File: src/rtl/psw_reg_if.sv
// Bus bundle for the processor status word register: flag writes, exception
// entry/return, wake request and the registered status outputs.
interface psw_reg_if;
   logic [15:0] psw_in;
   logic [15:0] psw_msk;
   logic        wr_en;
   logic        exc_entry;
   logic [2:0]  exc_pri;
   logic        exc_return;
   logic        irq_pending;
   logic [3:0]  cond_code;
   logic [15:0] psw;
   logic        cond_true;
   logic        sleep;
   logic        stk_fault;

   modport master (
      output psw_in, psw_msk, wr_en, exc_entry, exc_pri, exc_return,
             irq_pending, cond_code,
      input  psw, cond_true, sleep, stk_fault
   );

   modport slave (
      input  psw_in, psw_msk, wr_en, exc_entry, exc_pri, exc_return,
             irq_pending, cond_code,
      output psw, cond_true, sleep, stk_fault
   );
endinterface

File: src/rtl/psw_reg.sv
// Processor status word with exception shadow store, condition evaluation and sleep control.
// PSW_SHADOW_STACK_EN selects a 4-deep shadow LIFO; otherwise a single shadow register.
//
// state  | meaning
// AWAKE  | core running; sleeps once SLP=1 with no interrupt pending
// ASLEEP | sleep asserted; leaves on irq_pending (clears SLP) or exc_entry
module psw_reg (
   input  logic     clk,
   input  logic     rst,
   psw_reg_if.slave bus
);
   typedef enum logic {AWAKE = 1'b0, ASLEEP = 1'b1} slp_state_e;

   localparam logic [15:0] PSW_RST   = 16'h00E0;
   localparam logic [15:0] PSW_WMASK = 16'hE1FF;

   logic [15:0] psw_q, psw_d;
   slp_state_e  state_q, state_d;
   logic        fault_q, fault_d;
   logic        push, pop;
   logic        stk_full, stk_empty;
   logic [15:0] stk_top;

   assign push = bus.exc_entry && !stk_full;
   assign pop  = !bus.exc_entry && bus.exc_return && !stk_empty;

`ifdef PSW_SHADOW_STACK_EN
   logic [15:0] stk_q [4];
   logic [2:0]  cnt_q;
   logic [2:0]  cnt_m1;

   assign cnt_m1    = cnt_q - 3'd1;
   assign stk_full  = (cnt_q == 3'd4);
   assign stk_empty = (cnt_q == 3'd0);
   assign stk_top   = stk_q[cnt_m1[1:0]];

   always_ff @(posedge clk) begin
      if (rst) begin
         cnt_q <= 3'd0;
      end else if (push) begin
         cnt_q <= cnt_q + 3'd1;
      end else if (pop) begin
         cnt_q <= cnt_m1;
      end
   end

   // Entry data needs no reset; occupancy alone decides what is valid.
   always_ff @(posedge clk) begin
      if (!rst && push) begin
         stk_q[cnt_q[1:0]] <= psw_q;
      end
   end
`else
   logic [15:0] shd_q;
   logic        shd_vld_q;

   assign stk_full  = shd_vld_q;
   assign stk_empty = !shd_vld_q;
   assign stk_top   = shd_q;

   always_ff @(posedge clk) begin
      if (rst) begin
         shd_vld_q <= 1'b0;
      end else if (push) begin
         shd_vld_q <= 1'b1;
      end else if (pop) begin
         shd_vld_q <= 1'b0;
      end
   end

   always_ff @(posedge clk) begin
      if (!rst && push) begin
         shd_q <= psw_q;
      end
   end
`endif

   always_comb begin
      psw_d   = psw_q;
      state_d = state_q;
      fault_d = fault_q;

      if (bus.exc_entry) begin
         psw_d[4:0]   = 5'b0_0000;
         psw_d[15:13] = psw_q[7:5];
         psw_d[7:5]   = bus.exc_pri;
         if (stk_full) begin
            psw_d[8] = 1'b1;
            fault_d  = 1'b1;
         end
      end else if (bus.exc_return) begin
         if (stk_empty) begin
            psw_d[8] = 1'b1;
            fault_d  = 1'b1;
         end else begin
            psw_d = stk_top;
         end
      end else if (bus.wr_en) begin
         psw_d = ((psw_q & ~bus.psw_msk) | (bus.psw_in & bus.psw_msk)) & PSW_WMASK;
      end

      // Wake clears SLP on top of whatever the update above produced.
      case (state_q)
         AWAKE: begin
            if (psw_q[3] && !bus.irq_pending && !bus.exc_entry) begin
               state_d = ASLEEP;
            end
         end
         ASLEEP: begin
            if (bus.irq_pending) begin
               state_d  = AWAKE;
               psw_d[3] = 1'b0;
            end else if (bus.exc_entry) begin
               state_d = AWAKE;
            end
         end
      endcase
   end

   always_ff @(posedge clk) begin
      if (rst) begin
         psw_q   <= PSW_RST;
         state_q <= AWAKE;
         fault_q <= 1'b0;
      end else begin
         psw_q   <= psw_d;
         state_q <= state_d;
         fault_q <= fault_d;
      end
   end

   logic flg_c, flg_z, flg_n, flg_v;
   logic cond_d;

   assign flg_c = psw_q[0];
   assign flg_z = psw_q[1];
   assign flg_n = psw_q[2];
   assign flg_v = psw_q[4];

   always_comb begin
      cond_d = 1'b0;
      case (bus.cond_code)
         4'd0:  cond_d = flg_z;
         4'd1:  cond_d = !flg_z;
         4'd2:  cond_d = flg_c;
         4'd3:  cond_d = !flg_c;
         4'd4:  cond_d = flg_n;
         4'd5:  cond_d = !flg_n;
         4'd6:  cond_d = flg_v;
         4'd7:  cond_d = !flg_v;
         4'd8:  cond_d = flg_c && !flg_z;
         4'd9:  cond_d = !flg_c || flg_z;
         4'd10: cond_d = (flg_n == flg_v);
         4'd11: cond_d = (flg_n != flg_v);
         4'd12: cond_d = !flg_z && (flg_n == flg_v);
         4'd13: cond_d = flg_z || (flg_n != flg_v);
         4'd14: cond_d = 1'b1;
         4'd15: cond_d = 1'b0;
      endcase
   end

   assign bus.psw       = psw_q;
   assign bus.cond_true = cond_d;
   assign bus.sleep     = (state_q == ASLEEP);
   assign bus.stk_fault = fault_q;
endmodule

File: src/flat_wrapper.sv
// flat-port wrapper written by rule: the top's interface ports become plain ports
module psw_reg_flat 
  (clk, rst, bus_psw_in, bus_psw_msk, bus_wr_en, bus_exc_entry, bus_exc_pri, bus_exc_return, bus_irq_pending, bus_cond_code, bus_psw, bus_cond_true, bus_sleep, bus_stk_fault);
  psw_reg_if bus_i ();
  input  logic clk;
  input  logic rst;
  input wire logic [$bits(bus_i.psw_in)-1:0] bus_psw_in;
  input wire logic [$bits(bus_i.psw_msk)-1:0] bus_psw_msk;
  input wire logic [$bits(bus_i.wr_en)-1:0] bus_wr_en;
  input wire logic [$bits(bus_i.exc_entry)-1:0] bus_exc_entry;
  input wire logic [$bits(bus_i.exc_pri)-1:0] bus_exc_pri;
  input wire logic [$bits(bus_i.exc_return)-1:0] bus_exc_return;
  input wire logic [$bits(bus_i.irq_pending)-1:0] bus_irq_pending;
  input wire logic [$bits(bus_i.cond_code)-1:0] bus_cond_code;
  output wire logic [$bits(bus_i.psw)-1:0] bus_psw;
  output wire logic [$bits(bus_i.cond_true)-1:0] bus_cond_true;
  output wire logic [$bits(bus_i.sleep)-1:0] bus_sleep;
  output wire logic [$bits(bus_i.stk_fault)-1:0] bus_stk_fault;
  assign bus_i.psw_in = bus_psw_in;
  assign bus_i.psw_msk = bus_psw_msk;
  assign bus_i.wr_en = bus_wr_en;
  assign bus_i.exc_entry = bus_exc_entry;
  assign bus_i.exc_pri = bus_exc_pri;
  assign bus_i.exc_return = bus_exc_return;
  assign bus_i.irq_pending = bus_irq_pending;
  assign bus_i.cond_code = bus_cond_code;
  assign bus_psw = bus_i.psw;
  assign bus_cond_true = bus_i.cond_true;
  assign bus_sleep = bus_i.sleep;
  assign bus_stk_fault = bus_i.stk_fault;
  psw_reg u_core (.clk(clk), .rst(rst), .bus(bus_i));
endmodule
File: config.mk
export PLATFORM = sky130hd
export DESIGN_NAME = psw_reg_flat
export DESIGN_NICKNAME = d
export VERILOG_FILES = /design/src/rtl/psw_reg_if.sv /design/src/rtl/psw_reg.sv /design/src/flat_wrapper.sv
export SDC_FILE = /design/constraint.sdc
export NUM_CORES = 1
export LEC_CHECK = 0
export ABC_AREA = 1
export BUFFER_PORTS_ARGS = -buffer_cell sky130_fd_sc_hd__buf_4
export CAP_MARGIN = 20
export CORE_MARGIN = 2
export CORE_UTILIZATION = 44
export CTS_CLUSTER_DIAMETER = 100
export DETAILED_ROUTE_END_ITERATION = 7
export PLACE_DENSITY = 0.75
export SLEW_MARGIN = 10
export SYNTH_ARGS = -nofsm -noshare
export SYNTH_HDL_FRONTEND = slang
export SYNTH_SLANG_ARGS = --single-unit
File: constraint.sdc
create_clock -name clk -period 1.85 [get_ports clk]
set_input_delay 0.37 -clock clk [delete_from_list [all_inputs] [get_ports clk]]
set_output_delay 0.37 -clock clk [all_outputs]
set_load 0.1 [all_outputs]
Yosys cells after proc, flatten, opt, wreduce, memory -nomap -nowiden. Index checks and enable logic that the tools add are counted.

Flip-flop bits (word level): 35. Latch bits: 0. Bits in writable memories: 0. ROM bits: 0. Output and inout port bits: 19. Memories kept: 0.

$add $sub $neg: 0. $mul: 0. Divide/modulo/power cells: 0. $lt $le $gt $ge: 0. Equal/unequal tests: 21. Shift-type cells: 0. Mux-type cells: 20. Bitwise logic cells: 6. Reduce and logical (&&, ||, !) cells: 29.

Operators with widths (number): AND 16 bit (2); == test 4 bit, second input constant (8); two-way mux 16 bit (2); == test 4 x 3 -> 1 bit, second input constant (4); NOT 16 bit (1); OR 16 bit (1); one-hot mux 1 bit (16 select lines) (1); two-way mux 1 bit (12); two-way mux 9 bit (1); == test 4 x 2 -> 1 bit, second input constant (2); logical AND 1 bit (8); zero test 1 bit (8); two-way mux 8 bit (1); two-way mux 7 bit (1); AND reduction 2 bit (3); AND reduction 3 bit (2); nonzero test 2 bit (3); == test 4 x 1 -> 1 bit, second input constant (1); zero test 4 bit (1); inequality test 2 x 1 -> 1 bit, second input constant (2); two-way mux 3 bit (1); inequality test 3 x 2 -> 1 bit, second input constant (1); nonzero test 3 bit (1); logical OR 1 bit (2); other kinds (6) (7).

Longest topological paths before layout.
Depth in word-level cells: 8. Gate-level depth with buffers: 10. Depth with buffers taken out: 10.

Worst setup path after synthesis. OpenSTA, ideal clock, no wires.

Path kind: reg-to-output. Start point: reg u_core.psw_q[2], in the netlist u_core.bus.psw[2]. End point: out bus_cond_true. Arrival time: 2355 ps. Slack: -875 ps. Stages on the path, launching flop included: 9. Path buffers: 0. Cells stage by stage: dfxtp_1 > inv_1 > nand2_1 > nand2_1 > o21ai_0 > nand2_1 > nand3_1 > nand2_1 > nand3_1.

Longest elaborated chain between the ends: 3.

Ends and longest elaborated chain: from (decl) (line psw_reg.sv:17) `logic [15:0] psw_q, psw_d;`; from (signal assigned) (line psw_reg.sv:126) `psw_q <= psw_d;`; inequality test 1 bit / == test 1 bit (equally long branches); logical OR 1 bit / logical AND 1 bit (equally long branches) (line psw_reg.sv:156, psw_reg.sv:155); one-hot mux 1 bit (16 select lines) (*) (line psw_reg.sv:142) `case (bus.cond_code)`; to (decl) (line flat_wrapper.sv:16) `output wire logic [$bits(bus_i.cond_true)-1:0] bus_cond_true;`.

Every way passes the cells marked *; elsewhere a longest branch is shown, timed or not.

Worst setup path in the final report.
Start point: reg u_core.psw_q[4], in the netlist u_core.bus.psw[4]. End point: out bus_cond_true.

The elaborated chain is that of the path after synthesis.

==> metrics.yaml <==
final_layout:
  num-fill-cells: 345
  antenna_cells: 0
  drive_above_1_share_pct: 35.02
  fin_nets: 322
  fin_cells: 325
  area_growth_pct: 38.32
power:
  power.density_nw_per_um2: 784.9
  p_int_w: 0.001256
  clkPwrFrac_pct: 28.6
  switchingPower_w: 0.0006052
  p_leak_nw: 1.040
  swShare_pct: 32.52
  pwr-share-comb_pct: 24.5
  power.share.sequential_pct: 47.0
  ir_worst_vdd_mv: 0.4544
setup_path:
  crit_arrival_ns: 1.47
  worst-path-max-fanout: 5
  cpPeakStageDelay_ns: 0.37
  crit_slowest_cell: "dfxtp_4"
  cp-start-kind: "flip-flop"
  path_buf_inv: 1
  crit_required_ns: 1.48
  worstPathCellList: "nand2_1 -> nand3_2 -> nand2_1 -> nand2_1 -> nand2_1 -> nand3_2 -> nand2_2 -> nand3_4 -> buf_12"
  endpoint_kind: "output pin"
  cpMostUsedCell: "nand2_1"
  path_class: "reg2out"
  cpLargestDelayFamily: "simple AND/OR/NAND/NOR gates"
logic_synthesis:
  synthFlopType: "dfxtp_1"
  synth_area_um2: 1714
  synth_top_cell_by_area: "edfxtp_1"
  ys_types: 27
  syn_nets: 257
  synth_top_area_share_pct: 28.03
  async_flop_share_pct: 0
  ys_warn_count: 0
  synth.area.top_cells: "edfxtp_1 28%, dfxtp_1 22%, nand2_1 12%"
  ys_seq_area_share_pct: 50.22
  postSynthAreaPerCell_um2: 8.124
  synthCells: 211
  synth_edf_count: 16
  synth-seq-cells: 35
sta:
  slew-limit-headroom_pct: 81.48
  hold_violations: 0
  drv_slew: 0
  finalCritPeriodShare_pct: 99.45
  skew_ns: 0.005389
  worst_slack_ns: 0.01015
  fin_crit_ns: 1.840
  fmax_mhz: 543.5
  rsz0062_at_grt: "true"
  setup_viol: 0
  tightest_slew_ns: 0.2801
global_routing:
  grt_start_max_net_pins: 14
  grt_pass1_vias: 1436
  grt_use_total_pct: 19.48
  antenna_found_initial: 0
  grt_overflow: 0
  grt_pass1_wl_mm: 6.479
detailed_routing:
  drc: 0
  dr.pass1.iters: 4
  drt-initial-drc-count: 63
  routedWlPerCell_um: 12.10
  antenna_left: 0
  drt_wl_total_mm: 3.934
  num_vias: 1602
  viasPerCell: 4.929
placement:
  pre_cts_ws_ns: -0.004047
  place.gp.congestion: 0.7931
  port_buffers: 55
  dp_cells: 314
  dp_hpwl_mm: 2.904
outcome:
  outcome: "finished, final reports clean"
die:
  core.rowCount: 22
  ioPinCount: 64
  core_area_um2: 3716
  die_area_um2: 4411
  die_w_um: 66.42
  start_util_pct: 46.13
  die_h_um: 66.42
cts:
  clk_root_buffer_cell: "clkbuf_8"
  clockBufferDepth: 2
  clk_latency_ns: 0.29
  cts_tree: "done"
  cts_inserted_buffers: 5
  path_clk_slew_ns: 0.07
  clkSinkCount: 35
  htreeDepth: 2
  hold_buffers: 0
flow_run:
  drv_cap: 0
worst_hold_path:
  worstHoldPathType: "in2reg"
layout by cell type, fill, tap and decap left out, types with 5 or more instances in the layout:
| cell type | n |
|---|---|
| clkbuf_8 | 5 |
| edfxtp_1 | 16 |
| o211ai_1 | 5 |
| a21oi_1 | 17 |
| dfxtp_1 | 15 |
| inv_4 | 5 |
| buf_4 | 60 |
| nand2_2 | 5 |
| nand2_1 | 50 |
| nand3_1 | 15 |
| nor2_1 | 13 |
| o21ai_0 | 13 |
| inv_1 | 20 |
stage by stage:
stage | cell area (um^2) | power (W) | util (%) | hold WS [ns] | setup TNS (ns)
6_report | 2371 | 0.001861 | 63.80 | 0.2543 | 0
5_1_grt | 2371 | 0.001946 | 63.80 | 0.2504 | -0.09826
4_1_cts | 2337 | 0.001863 | 62.90 | 0.2507 | 0
3_5_place_dp | 2215 | 0.001327 | 59.60 | 0.4531 | -0.004047
3_3_place_gp | 2215 | 0.001323 | 59.60 | 0.4428 | 0
2_1_floorplan | 1739 | 0.001186 | - | 0.4493 | 0
per-layer routing:
layer  wire length [um]  up-vias  track usage (%)  share of wire [%]
met5                  0        -                0                  0
met4                 30        0            4.592               0.76
met3                221        3            5.281                5.6
met2               1827       42            30.75                 46
met1               1853      712            26.50                 47
li1                   -      845                -                  -
Yosys cell counts (2+ instances only):
| cell type | number |
|---|---|
| a21oi_1 | 17 |
| a31oi_1 | 4 |
| dfxtp_1 | 19 |
| edfxtp_1 | 16 |
| inv_1 | 23 |
| inv_2 | 3 |
| inv_4 | 3 |
| nand2_1 | 54 |
| nand2_2 | 2 |
| nand2_4 | 2 |
| nand3_1 | 18 |
| nor2_1 | 14 |
| o2111ai_1 | 2 |
| o211ai_1 | 5 |
| o21ai_0 | 15 |
| o21ai_1 | 3 |
power by group through the flow:
stage | Sequential (W) | Combinational (W) | Clock, W
6_report | 0.000874 | 0.000455 | 0.000532
4_1_cts | 0.000873 | 0.000452 | 0.000539
3_3_place_gp | 0.000890 | 0.000433 | 0
3_5_place_dp | 0.000890 | 0.000438 | 0
5_1_grt | 0.000879 | 0.000491 | 0.000577
2_1_floorplan | 0.00103 | 0.000156 | 0
cell type report:
class	count	area, um^2	area share (%)
flip-flops and latches	35	873.3	36.83
multi-input cells	144	760.7	32.08
repair buffers	61	470.5	19.84
inverters	29	121.4	5.119
clock buffers	6	72.57	3.061
well taps	48	60.06	2.533
clock inverters	2	12.51	0.5277
worst register-to-register path: stages (launching register included):
cell and delay (ns):
dfxtp_1 0.33, inv_1 0.11, ha_1 0.21, inv_1 0.06, nor2_1 0.12, buf_4 0.22
final timing paths:
check	startpoint	to	slack (ns)	cells after the start
setup / recovery	u_core.bus.psw[4]	bus_cond_true	0.01	9
hold / removal	bus_irq_pending	u_core.bus.sleep	0.25	2
setup reg to reg	u_core.shd_vld_q	u_core.shd_q[15]	0.49	5
hold reg to reg	u_core.bus.stk_fault	u_core.bus.stk_fault	0.47	2
cell families (layout without fill, tap and decap cells):
kind of cell | count (synthesis) | count (layout) | share of synthesized area [%]
and+or+nand+nor | 93 | 93 | 24.01
AOI/OAI and AO/OA | 50 | 50 | 17.08
DFF | 35 | 35 | 50.22
buffers and inverters | 32 | 98 | 7.956
adders and majority gates | 1 | 1 | 0.7298
what timing repair did:
action                     in CTS  in global routing
setup endpoints to repair       1                  1
cloned                          0                  0
pin swaps                       0                  8
buffers inserted                3                  0
resized for setup               7                 12
Note: power is estimated with default switching activity, not from simulation.
